## config.mk

```make
export PLATFORM = sky130hd
export DESIGN_NAME = serial_subtractor
export DESIGN_NICKNAME = d
export VERILOG_FILES = /design/src/rtl/serial_subtractor_pkg.sv /design/src/rtl/serial_subtractor_fadd.sv /design/src/rtl/serial_subtractor.sv
export SDC_FILE = /design/constraint.sdc
export NUM_CORES = 1
export LEC_CHECK = 0
export ABC_CLOCK_PERIOD_IN_PS = 1400
export BUFFER_PORTS_ARGS = -buffer_cell sky130_fd_sc_hd__buf_2
export CAP_MARGIN = 20
export CORE_ASPECT_RATIO = 0.6
export CORE_MARGIN = 8
export CORE_UTILIZATION = 48
export DETAILED_ROUTE_END_ITERATION = 7
export PLACE_DENSITY = 0.7
export REMOVE_ABC_BUFFERS = 1
export SYNTH_ARGS = -nofsm -noshare
export SYNTH_HDL_FRONTEND = slang
export SYNTH_SLANG_ARGS = --single-unit
```

## constraint.sdc

```tcl
create_clock -name clk -period 1.4 [get_ports clk]
set_clock_uncertainty 0.1 [all_clocks]
set_input_delay 0.07 -clock clk [delete_from_list [all_inputs] [get_ports clk]]
set_output_delay 0.07 -clock clk [all_outputs]
set_load 0.005 [all_outputs]
```

## src/rtl/serial_subtractor_pkg.sv

```systemverilog
// Shared arithmetic definitions for the bit-serial subtractor: FSM states and width constants.
package serial_subtractor_pkg;

   typedef enum logic [1:0] {
      IDLE  = 2'd0,
      SHIFT = 2'd1,
      DONE  = 2'd2
   } sub_state_t;

   localparam int unsigned DEFAULT_WIDTH = 4;
   localparam int unsigned CNT_W         = $clog2(DEFAULT_WIDTH);

endpackage

```

## src/rtl/serial_subtractor_fadd.sv

```systemverilog
// Single-bit full-adder cell shared with the ripple-carry adder datapath.
module fadd (
   input  logic x,
   input  logic y,
   input  logic z,
   output logic s,
   output logic c
);

   assign s = x ^ y ^ z;
   assign c = (x & y) | (z & (x ^ y));

endmodule

```

## src/rtl/serial_subtractor.sv

```systemverilog
// Bit-serial subtractor: diff = a - b - borrow_in, one bit per cycle through one fadd cell,
// with a start/busy/done handshake and fully registered outputs.
module serial_subtractor
   import serial_subtractor_pkg::*;
#(
   parameter int unsigned WIDTH = DEFAULT_WIDTH
) (
   input  logic             clk,
   input  logic             rst_n,
   input  logic             start,
   input  logic [WIDTH-1:0] a,
   input  logic [WIDTH-1:0] b,
   input  logic             borrow_in,
   output logic             busy,
   output logic             done,
   output logic [WIDTH-1:0] diff,
   output logic             borrow_out,
   output logic             overflow
);

   localparam int unsigned CW = $clog2(WIDTH);

   sub_state_t       state;
   logic [WIDTH-1:0] a_sr;
   logic [WIDTH-1:0] b_sr;
   logic [WIDTH-1:0] diff_sr;
   logic [CW-1:0]    cnt;
   logic             carry;
   logic             sum_bit;
   logic             carry_nxt;

   // Subtraction as a + ~b + ~borrow_in: invert the subtrahend bit on its way in.
   fadd u_fadd (
      .x (a_sr[0]),
      .y (~b_sr[0]),
      .z (carry),
      .s (sum_bit),
      .c (carry_nxt)
   );

   always_ff @(posedge clk or negedge rst_n) begin
      if (!rst_n) begin
         state      <= IDLE;
         a_sr       <= '0;
         b_sr       <= '0;
         diff_sr    <= '0;
         cnt        <= '0;
         carry      <= 1'b0;
         busy       <= 1'b0;
         done       <= 1'b0;
         diff       <= '0;
         borrow_out <= 1'b0;
         overflow   <= 1'b0;
      end else begin
         case (state)
            SHIFT: begin
               carry   <= carry_nxt;
               diff_sr <= {sum_bit, diff_sr[WIDTH-1:1]};
               a_sr    <= a_sr >> 1;
               b_sr    <= b_sr >> 1;
               if (cnt == CW'(WIDTH - 1)) begin
                  // carry still holds the carry into the MSB on this last bit
                  diff       <= {sum_bit, diff_sr[WIDTH-1:1]};
                  borrow_out <= ~carry_nxt;
                  overflow   <= carry ^ carry_nxt;
                  busy       <= 1'b0;
                  done       <= 1'b1;
                  state      <= DONE;
               end else begin
                  cnt <= cnt + 1'b1;
               end
            end
            default: begin
               done <= 1'b0;
               if (start) begin
                  a_sr  <= a;
                  b_sr  <= b;
                  carry <= ~borrow_in;
                  cnt   <= '0;
                  busy  <= 1'b1;
                  state <= SHIFT;
               end else begin
                  state <= IDLE;
               end
            end
         endcase
      end
   end

endmodule

```

Word level (Yosys, flattened, before mapping)
Index checks and enable logic that the tools add are counted.

storage, ports and cells
  register bits = 25
  bits of input ports = 12
  output and inout bits = 8
  word-level logic and storage cells = 46

cells by class
  add/sub/neg operators = 1
  equal/unequal tests = 4
  multiplexer cells = 17
  bitwise gates (word level) = 9
  reductions and logical operators = 4

operators with widths
  operator                                             count
  two-way mux 4 bit                                    4
  two-way mux 2 bit                                    5
  two-way mux 1 bit                                    8
  AND reduction 2 bit                                  3
  != test 2 bit, second input constant                 2
  NOT 1 bit                                            3
  bitwise XOR 1 bit                                    3
  adder 2 x 1 -> 2 bit, second input constant          1
  AND 1 bit                                            2
  equality test 2 x 1 -> 1 bit, second input constant  1
  equality test 2 bit, second input constant           1
  nonzero test 2 bit                                   1
  OR 1 bit                                             1

Logic depth before layout (Yosys ltp)
Gate-level depths: netlist (run 1).

  depth in word-level cells = 5
  mapped depth = 4
  mapped depth without buffers = 4

Modules after synthesis
Synthesis (run 1) repeated with hierarchy kept, for this count alone.

second synthesis, totals
  cells, all modules = 76
  area, all modules = 1071.0 um2

by module, submodules not included
  module             times used  cells each  area each (um2)
  serial_subtractor  1           75          1051.0
  fadd               1           1           20.0

Worst setup path after synthesis (run 1)
OpenSTA, ideal clock, no wires.

  path type = register to register
  start point = register carry
  end point = register overflow
  setup time = 125 ps
  arrival time = 1210 ps
  path slack = -34 ps
  stages on the path, launching flop included = 5
  buffers on the path = 0
  clock period less this slack = 1434 ps
  cells stage by stage = dfrtp_1 > inv_1 > fa_1 > xnor2_1 > mux2_2

on the way
  cells in the longest elaborated chain, start to end = 3

RTL lines
  element                 RTL line                      source
  from (decl)             serial_subtractor.sv:28       logic carry;
  from (signal assigned)  serial_subtractor.sv:57       carry <= carry_nxt;
  from (signal assigned)  serial_subtractor.sv:78       carry <= ~borrow_in;
  AND 1 bit               serial_subtractor_fadd.sv:11  assign c = (x & y) | (z & (x ^ y));
  OR 1 bit                serial_subtractor_fadd.sv:11
  bitwise XOR 1 bit *     serial_subtractor.sv:65       overflow <= carry ^ carry_nxt;
  to (signal assigned)    serial_subtractor.sv:65
  to (decl)               serial_subtractor.sv:18       output logic overflow

Mark *: on every way between the ends. The rest lies on a longest branch, timed or not.
A chain may end at the register's enable or synchronous reset.

Worst setup path in the final report (run 1)
  start point = register a_sr[0]
  end point = register overflow

on the way
  cells in the longest elaborated chain, start to end = 4
  elaborated cells on any way between the ends = 5
  classes of those cells = 5 x bitwise

RTL lines
  element                 RTL line                      source
  from (decl)             serial_subtractor.sv:24       logic [WIDTH-1:0] a_sr;
  from (signal assigned)  serial_subtractor.sv:59       a_sr <= a_sr >> 1;
  bitwise XOR 1 bit       serial_subtractor_fadd.sv:11
  AND 1 bit               serial_subtractor_fadd.sv:11
  OR 1 bit *              serial_subtractor_fadd.sv:11
  bitwise XOR 1 bit *     serial_subtractor.sv:65

Marked as above.

==> out/results.ini, run 1 <==
[outcome]
violations = setup timing
status = finished with violations

[timing]
hold_viol = 0
finalCritPeriodShare_pct = 100
tns_ps = -5.92
min_period_ps = 1410
layout_setup_ws_ps = -5.92
rsz0062_at_grt = true
setup_viol = 1
slew_violations = 0
max_freq_ghz = 0.711
relSlewSlack_pct = 67.1
tightest_slew_ps = 493
whs_ps = 48.4

[setup_path]
path_class = reg -> reg
critPathCaptureType = flop
cp_data_required_time_ps = 1450
cpMaxStageDelayCell = fa_2
crit_fanout = 3
slowest_delay_ps = 400
critPathLaunchType = flop
crit_chain = inv_2, fa_2, xnor2_1, mux2_2
arrival_ps = 1460

[logic_synthesis]
syn-cell-area_um2 = 1070
synth_area_leader_cell = dfrtp_1
synth-seq-cells = 23
synth.avg_cell_area_um2 = 14.0
ys_seq_area_share_pct = 54.0
synth_cell_types = 23
synthTopCellsByArea = dfrtp_1 54%, mux2_2 12%, mux2i_1 5.6%, mux2_4 5.6%, mux2_1 4.2%
synth_top_area_share_pct = 54.0
ys_warn_count = 0
synth_cells = 76

[clocking]
cts_max_level = 1
cts_root_buf = clkbuf_8
cts.sinks = 23
worstSkewPairLatency_ps = 260
cts_tree = yes
cts_made_buffers = 3
clk_pin_slew_ps = 80
cts_buffer_depth = 2
cts_setup_buffers = 0

[pwr]
powerDensity_nw_per_um2 = 2160
leakage_nw = 0.684
irDropWorstVdd_v = 0.000936

[grt]
grt_pass1_wl_um = 3280
grt_usage_pct = 10.4
grt_overflow = 0
grt_max_degree = 24
grt_antenna_before_repair = 0
grt_pass1_vias = 703

[cells_and_area]
stdcell_area_um2 = 1370
drive_above_1_share_pct = 47.7
fillers = 169
syn_to_final_growth_pct = 28.1
n_antenna_cell = 0
nets = 126

[routing]
drt-met1-wl_um = 966
met3_length_um = 88
final_antenna_net_count = 0
route.met2.wl_um = 921
wire_per_inst_um = 14.0
firstDrtPassIters = 4
highest_layer = met3
vias = 683
drtIter0Drc = 26
wl_um = 1980
drcViolationCount = 0
post_drt_via_cell_ratio = 4.84

[floorplanning]
num_rows = 13
start_util_pct = 50.0
core_region_area_um2 = 2130
dieArea_um2 = 4030
chipHeight_um = 52.5
ios = 20
die_x_um = 76.8

[placed_design]
post_dp_cell_area_um2 = 1250
portBuffers = 19
dp_hpwl_um = 1440
gp_congestion = 0.719

[job]
cap_viol_max_count = 0

[hold_path]
hold_class = in -> reg

-- metal layers --
metal  up-vias  track usage (%)
met3         0             4.28
met1       336             13.0
li1        337                -
met5         -                0
met4         0             2.85
met2        10             16.4
-- cell usage after synthesis --
library cell and n:
a21oi_1 1, a31oi_1 1, and2b_1 1, and3b_1 1, buf_4 1, buf_6 1
dfrtp_1 23, fa_1 1, ha_1 1, inv_1 6, mux2_1 4, mux2_2 11
mux2_4 4, mux2i_1 6, nand2b_1 4, nand2b_2 1, nand3b_2 1, nand4b_1 1
nor2_1 3, o21a_1 1, o311ai_1 1, or4b_1 1, xnor2_1 1
-- state kept, by name, summed over array words and instances, names as in the netlist --
register / flops
a_sr: 4
b_sr: 4
borrow_out: 1
busy: 1
carry: 1
cnt: 2
diff: 4
diff_sr: 3
overflow: 1
state: 2
-- critical path, delay by kind of cell, from the launching register on --
| family | cells | cell delay, ps |
|---|---|---|
| multiplexers | 1 | 250 |
| buffers and inverters | 1 | 50 |
| adder cells (fa/ha/maj) | 1 | 400 |
| flip-flops | 1 | 360 |
| XOR/XNOR | 1 | 130 |
-- logic make-up (layout without fill, tap and decap cells) --
family / Yosys count / count (layout) / share of synthesized area, %
simple gates: 13 / 13 / 8.57
compound gates: 4 / 4 / 2.58
xor+xnor: 1 / 1 / 0.822
flops: 23 / 23 / 54.0
mux: 25 / 25 / 27.1
buf+inv: 8 / 43 / 3.87
fa+ha+maj: 2 / 2 / 3.05
-- power by group --
| group | total (mW) | internal, mW | leakage (nW) | switching [mW] |
|---|---|---|---|---|
| clock network | 0.402 | 0.198 | 0.0255 | 0.204 |
| logic | 1.38 | 0.827 | 0.375 | 0.554 |
| registers | 1.17 | 0.979 | 0.283 | 0.188 |
| total | 2.95 | 2.00 | 0.684 | 0.945 |
-- final cells by class --
type | count | area [µm²] | area share (%)
flip-flops and latches | 23 | 576 | 42.2
multi-input cells | 45 | 473 | 34.6
repair buffers | 33 | 210 | 15.4
clock buffers | 3 | 41.3 | 3.02
well taps | 30 | 37.5 | 2.75
inverters | 6 | 22.5 | 1.65
clock inverters | 1 | 5.00 | 0.367
-- path summary, 6_finish.rpt --
check | slack (ps) | start | cells after the start | endpoint
worst max-delay path | -6 | a_sr[0]$_DFFE_PN0P_ | 4 | overflow$_DFFE_PN0P_
worst min-delay path | 50 | b[0] | 3 | b_sr[0]$_DFFE_PN0P_
worst max register to register | -6 | a_sr[0]$_DFFE_PN0P_ | 4 | overflow$_DFFE_PN0P_
worst min register to register | 390 | b_sr[1]$_DFFE_PN0P_ | 1 | b_sr[0]$_DFFE_PN0P_
max in group asynchronous | 670 | rst_n | 2 | a_sr[1]$_DFFE_PN0P_
min in group asynchronous | 200 | rst_n | 2 | diff[3]$_DFFE_PN0P_
-- placed cells by master (no fill, tap or decap) --
cell type | Yosys | routed
and2b_1 | 1 | 1
clkbuf_8 | 0 | 3
mux2_1 | 4 | 4
nand2b_2 | 1 | 1
and3b_1 | 1 | 1
clkinv_2 | 0 | 1
nand4b_1 | 1 | 1
o311ai_1 | 1 | 1
mux2i_1 | 6 | 6
o21a_1 | 1 | 1
nor2_1 | 3 | 3
xnor2_1 | 1 | 1
a21oi_1 | 1 | 1
nand2b_1 | 4 | 4
a31oi_1 | 1 | 1
inv_2 | 0 | 1
buf_4 | 1 | 10
buf_2 | 0 | 19
fa_2 | 0 | 1
dlygate4sd3_1 | 0 | 4
nand3b_4 | 0 | 1
mux2_4 | 4 | 4
dfrtp_1 | 23 | 23
mux2_2 | 11 | 11
or4b_1 | 1 | 1
ha_4 | 0 | 1
inv_1 | 6 | 5
-- stage by stage --
| step | power, mW | utilization [%] | worst slack, ps | cells |
|---|---|---|---|---|
| after detailed placement | 2.49 | 58.9 | -79.6 | 133 |
| after global placement | 2.45 | 58.9 | -57.8 | 133 |
| final | 2.95 | 64.1 | -5.92 | 141 |
| after floorplan | 1.96 | - | -34.2 | 74 |
| after CTS | 2.97 | 63.7 | -17.1 | 141 |
| after global routing | 3.19 | 64.1 | -50.3 | 141 |
-- timing repair --
action                                 in CTS  in global routing
setup endpoints to repair                   8                  5
hold buffers                                4                  0
cloned                                      0                  0
pin swaps                                   4                  0
resized for setup                           4                  1
endpoints found under the hold margin      26                  0
(Power assumes the default switching activity.)
==> run 2, diff against run 1 <==
--- a/config.mk
+++ b/config.mk
@@ -12,8 +12,8 @@
 export CORE_MARGIN = 8
 export CORE_UTILIZATION = 48
 export DETAILED_ROUTE_END_ITERATION = 7
+export MAX_ROUTING_LAYER = met4
 export PLACE_DENSITY = 0.7
-export REMOVE_ABC_BUFFERS = 1
 export SYNTH_ARGS = -nofsm -noshare
 export SYNTH_HDL_FRONTEND = slang
 export SYNTH_SLANG_ARGS = --single-unit
==> out/results.ini, run 2 (synthesis gave the netlist of run 1 again) <==
[logic_synthesis]
synth.net_count = 90

[clocking]
cts_max_level = 1  ; unchanged
worstSkewPairLatency_ps = 260  ; about the same
cts_root_buf = clkbuf_8
clk_pin_slew_ps = 70  ; about the same
cts.sinks = 23  ; unchanged
cts_made_buffers = 3  ; unchanged
cts_tree = yes
cts_buffer_depth = 2  ; unchanged

[pwr]
powerDensity_nw_per_um2 = 2240  ; +3.5%
leakage_nw = 0.690  ; +0.91%
irDropWorstVdd_v = 0.00116  ; +24%

[cells_and_area]
mostFrequentLayoutCells = 23 x dfrtp_1, 19 x buf_2, 11 x mux2_2
n_antenna_cell = 0  ; unchanged
syn_to_final_growth_pct = 28.6
drive_above_1_share_pct = 49.5  ; +1.8 points
final_common_cell = dfrtp_1
nets = 126  ; unchanged
stdcell_count = 141  ; unchanged
utilization_pct = 64.4  ; +0.29 points
fillers = 166  ; -1.8%
reg.largest.list = a_sr (4), b_sr (4), diff (4)

[hold_path]
whs_path_depth = 3  ; unchanged
hold_class = in -> reg
holdPathEnd = carry$_DFFE_PN0P_
holdCritStartpoint = borrow_in

[grt]
grt_overflow = 0  ; unchanged
grt_antenna_before_repair = 0  ; unchanged
grt_pass1_wl_um = 3590  ; +9.7%
grt_max_degree = 24  ; unchanged
grt_pass1_vias = 791  ; +13%
grt_usage_pct = 11.7  ; +1.3 points

[timing]
max_freq_ghz = 0.696  ; -2.1%
tightest_slew_ps = 499  ; +5.62 ps
slew_violations = 0  ; unchanged
layout_setup_ws_ps = -36.5  ; -30.5 ps
tns_ps = -36.5  ; -30.5 ps
setup_viol = 1  ; unchanged
min_period_ps = 1440  ; +30.5 ps
hold_viol = 0  ; unchanged
relSlewSlack_pct = 66.8  ; -0.37 points
rsz0062_at_grt = true
finalCritPeriodShare_pct = 103  ; +2.2 points

[placed_design]
dp_hpwl_um = 1630  ; +14%
dp.cells = 133  ; unchanged
portBuffers = 19  ; unchanged
gp_congestion = 0.869  ; +21%

[routing]
wire_per_inst_um = 14.4  ; +3.0%
final_antenna_net_count = 0  ; unchanged
wl_um = 2040  ; +3.0%
drcViolationCount = 0  ; unchanged
vias = 694  ; +1.6%
post_drt_via_cell_ratio = 4.92  ; +1.6%
firstDrtPassIters = 2  ; -2
drtIter0Drc = 6  ; -77%

[setup_path]
r2r_slack_ps = -40  ; -30 ps
crit_chain = inv_2, fa_2, xnor2_2, mux2_2
r2r-end = overflow$_DFFE_PN0P_
crit_fanout = 3  ; unchanged
cpMaxStageDelayCell = fa_2
worstReg2RegStart = a_sr[0]$_DFFE_PN0P_
path_class = reg -> reg
reg2regPathDepth = 4  ; unchanged
cp_data_required_time_ps = 1450  ; about the same
critPathCaptureType = flop
critPathLaunchType = flop
arrival_ps = 1480  ; +20 ps
slowest_delay_ps = 420  ; +20 ps

[floorplanning]
num_rows = 13  ; unchanged
core_region_area_um2 = 2130  ; unchanged
chipHeight_um = 52.5  ; unchanged
dieArea_um2 = 4030  ; unchanged
ios = 20  ; unchanged
die_x_um = 76.8  ; unchanged
start_util_pct = 50.0  ; unchanged

[outcome]
status = finished with violations
violations = setup timing

[job]
cap_viol_max_count = 0  ; unchanged

[run 2: changes by cell type in the layout (fill, tap and decap cells not counted)]
| cell | previous run | this run |
|---|---|---|
| clkinv_2 | 1 | 0 |
| xnor2_2 | 0 | 1 |
| clkbuf_1 | 0 | 1 |
| inv_2 | 1 | 2 |
| buf_12 | 0 | 1 |
| ha_4 | 1 | 0 |
| ha_2 | 0 | 1 |
| dlygate4sd3_1 | 4 | 3 |
| inv_1 | 5 | 4 |
| xnor2_1 | 1 | 0 |
[run 2: repair_timing]
item,4_1_cts,5_1_grt
pin swaps,4,1
gates resized for setup,2,2
buffers inserted,1,0
hold buffers,3,0
hold endpoints to repair,25,0
endpoints found under the setup margin,3,6
gates cloned,0,0
[run 2: critical path, delay by kind of cell (launching register included)]
| kind | cells | cell delay, ps |
|---|---|---|
| multiplexers | 1 | 250 |
| XOR/XNOR | 1 | 150 |
| buffers and inverters | 1 | 50 |
| adder cells (fa/ha/maj) | 1 | 420 |
| flip-flops | 1 | 360 |
[run 2: per-layer routing]
metal / routed length [µm] / track usage [%] / share of wire, %
met5: 0 / - / 0
met4: 26 / 3.80 / 1.3
met3: 77 / 4.28 / 3.8
met2: 1070 / 21.5 / 53
met1: 858 / 11.5 / 42
[run 2: worst max path at each step]
stage	slack, ps	endpoint	cells past startpoint	start
floorplan	20	cnt[0]$_DFFE_PN0P_	3	cnt[0]$_DFFE_PN0P_
global placement	9	overflow$_DFFE_PN0P_	3	b_sr[0]$_DFFE_PN0P_
detailed placement	-40	overflow$_DFFE_PN0P_	3	b_sr[0]$_DFFE_PN0P_
CTS	-40	overflow$_DFFE_PN0P_	4	a_sr[0]$_DFFE_PN0P_
global route	-80	overflow$_DFFE_PN0P_	4	a_sr[0]$_DFFE_PN0P_
finish	-40	overflow$_DFFE_PN0P_	4	a_sr[0]$_DFFE_PN0P_
[run 2: layout make-up]
cell class                      count  area (µm²)  share of cell area, %
Tap cell                           30        37.5                   2.74
Clock buffer                        4        45.0                   3.28
Inverter                            6        22.5                   1.64
Sequential cell                    23         576                   42.0
Timing Repair Buffer               33         220                   16.1
Multi-Input combinational cell     45         470                   34.3
[run 2: stage by stage]
step	hold slack (ps)	area, µm²	setup slack [ps]	power, mW
after floorplan	-326	1070	21.7	2.00
after global placement	-36.8	1270	8.51	2.53
after detailed placement	-35.1	1270	-40.9	2.63
after CTS	16.5	1360	-44.2	3.10
after global routing	28.9	1370	-76.5	3.29
final	16.7	1370	-36.5	3.07
[run 2: power breakdown]
group | switching (mW) | internal, mW
Sequential | 0.187 | 0.980
Combinational | 0.600 | 0.910
Clock | 0.187 | 0.202
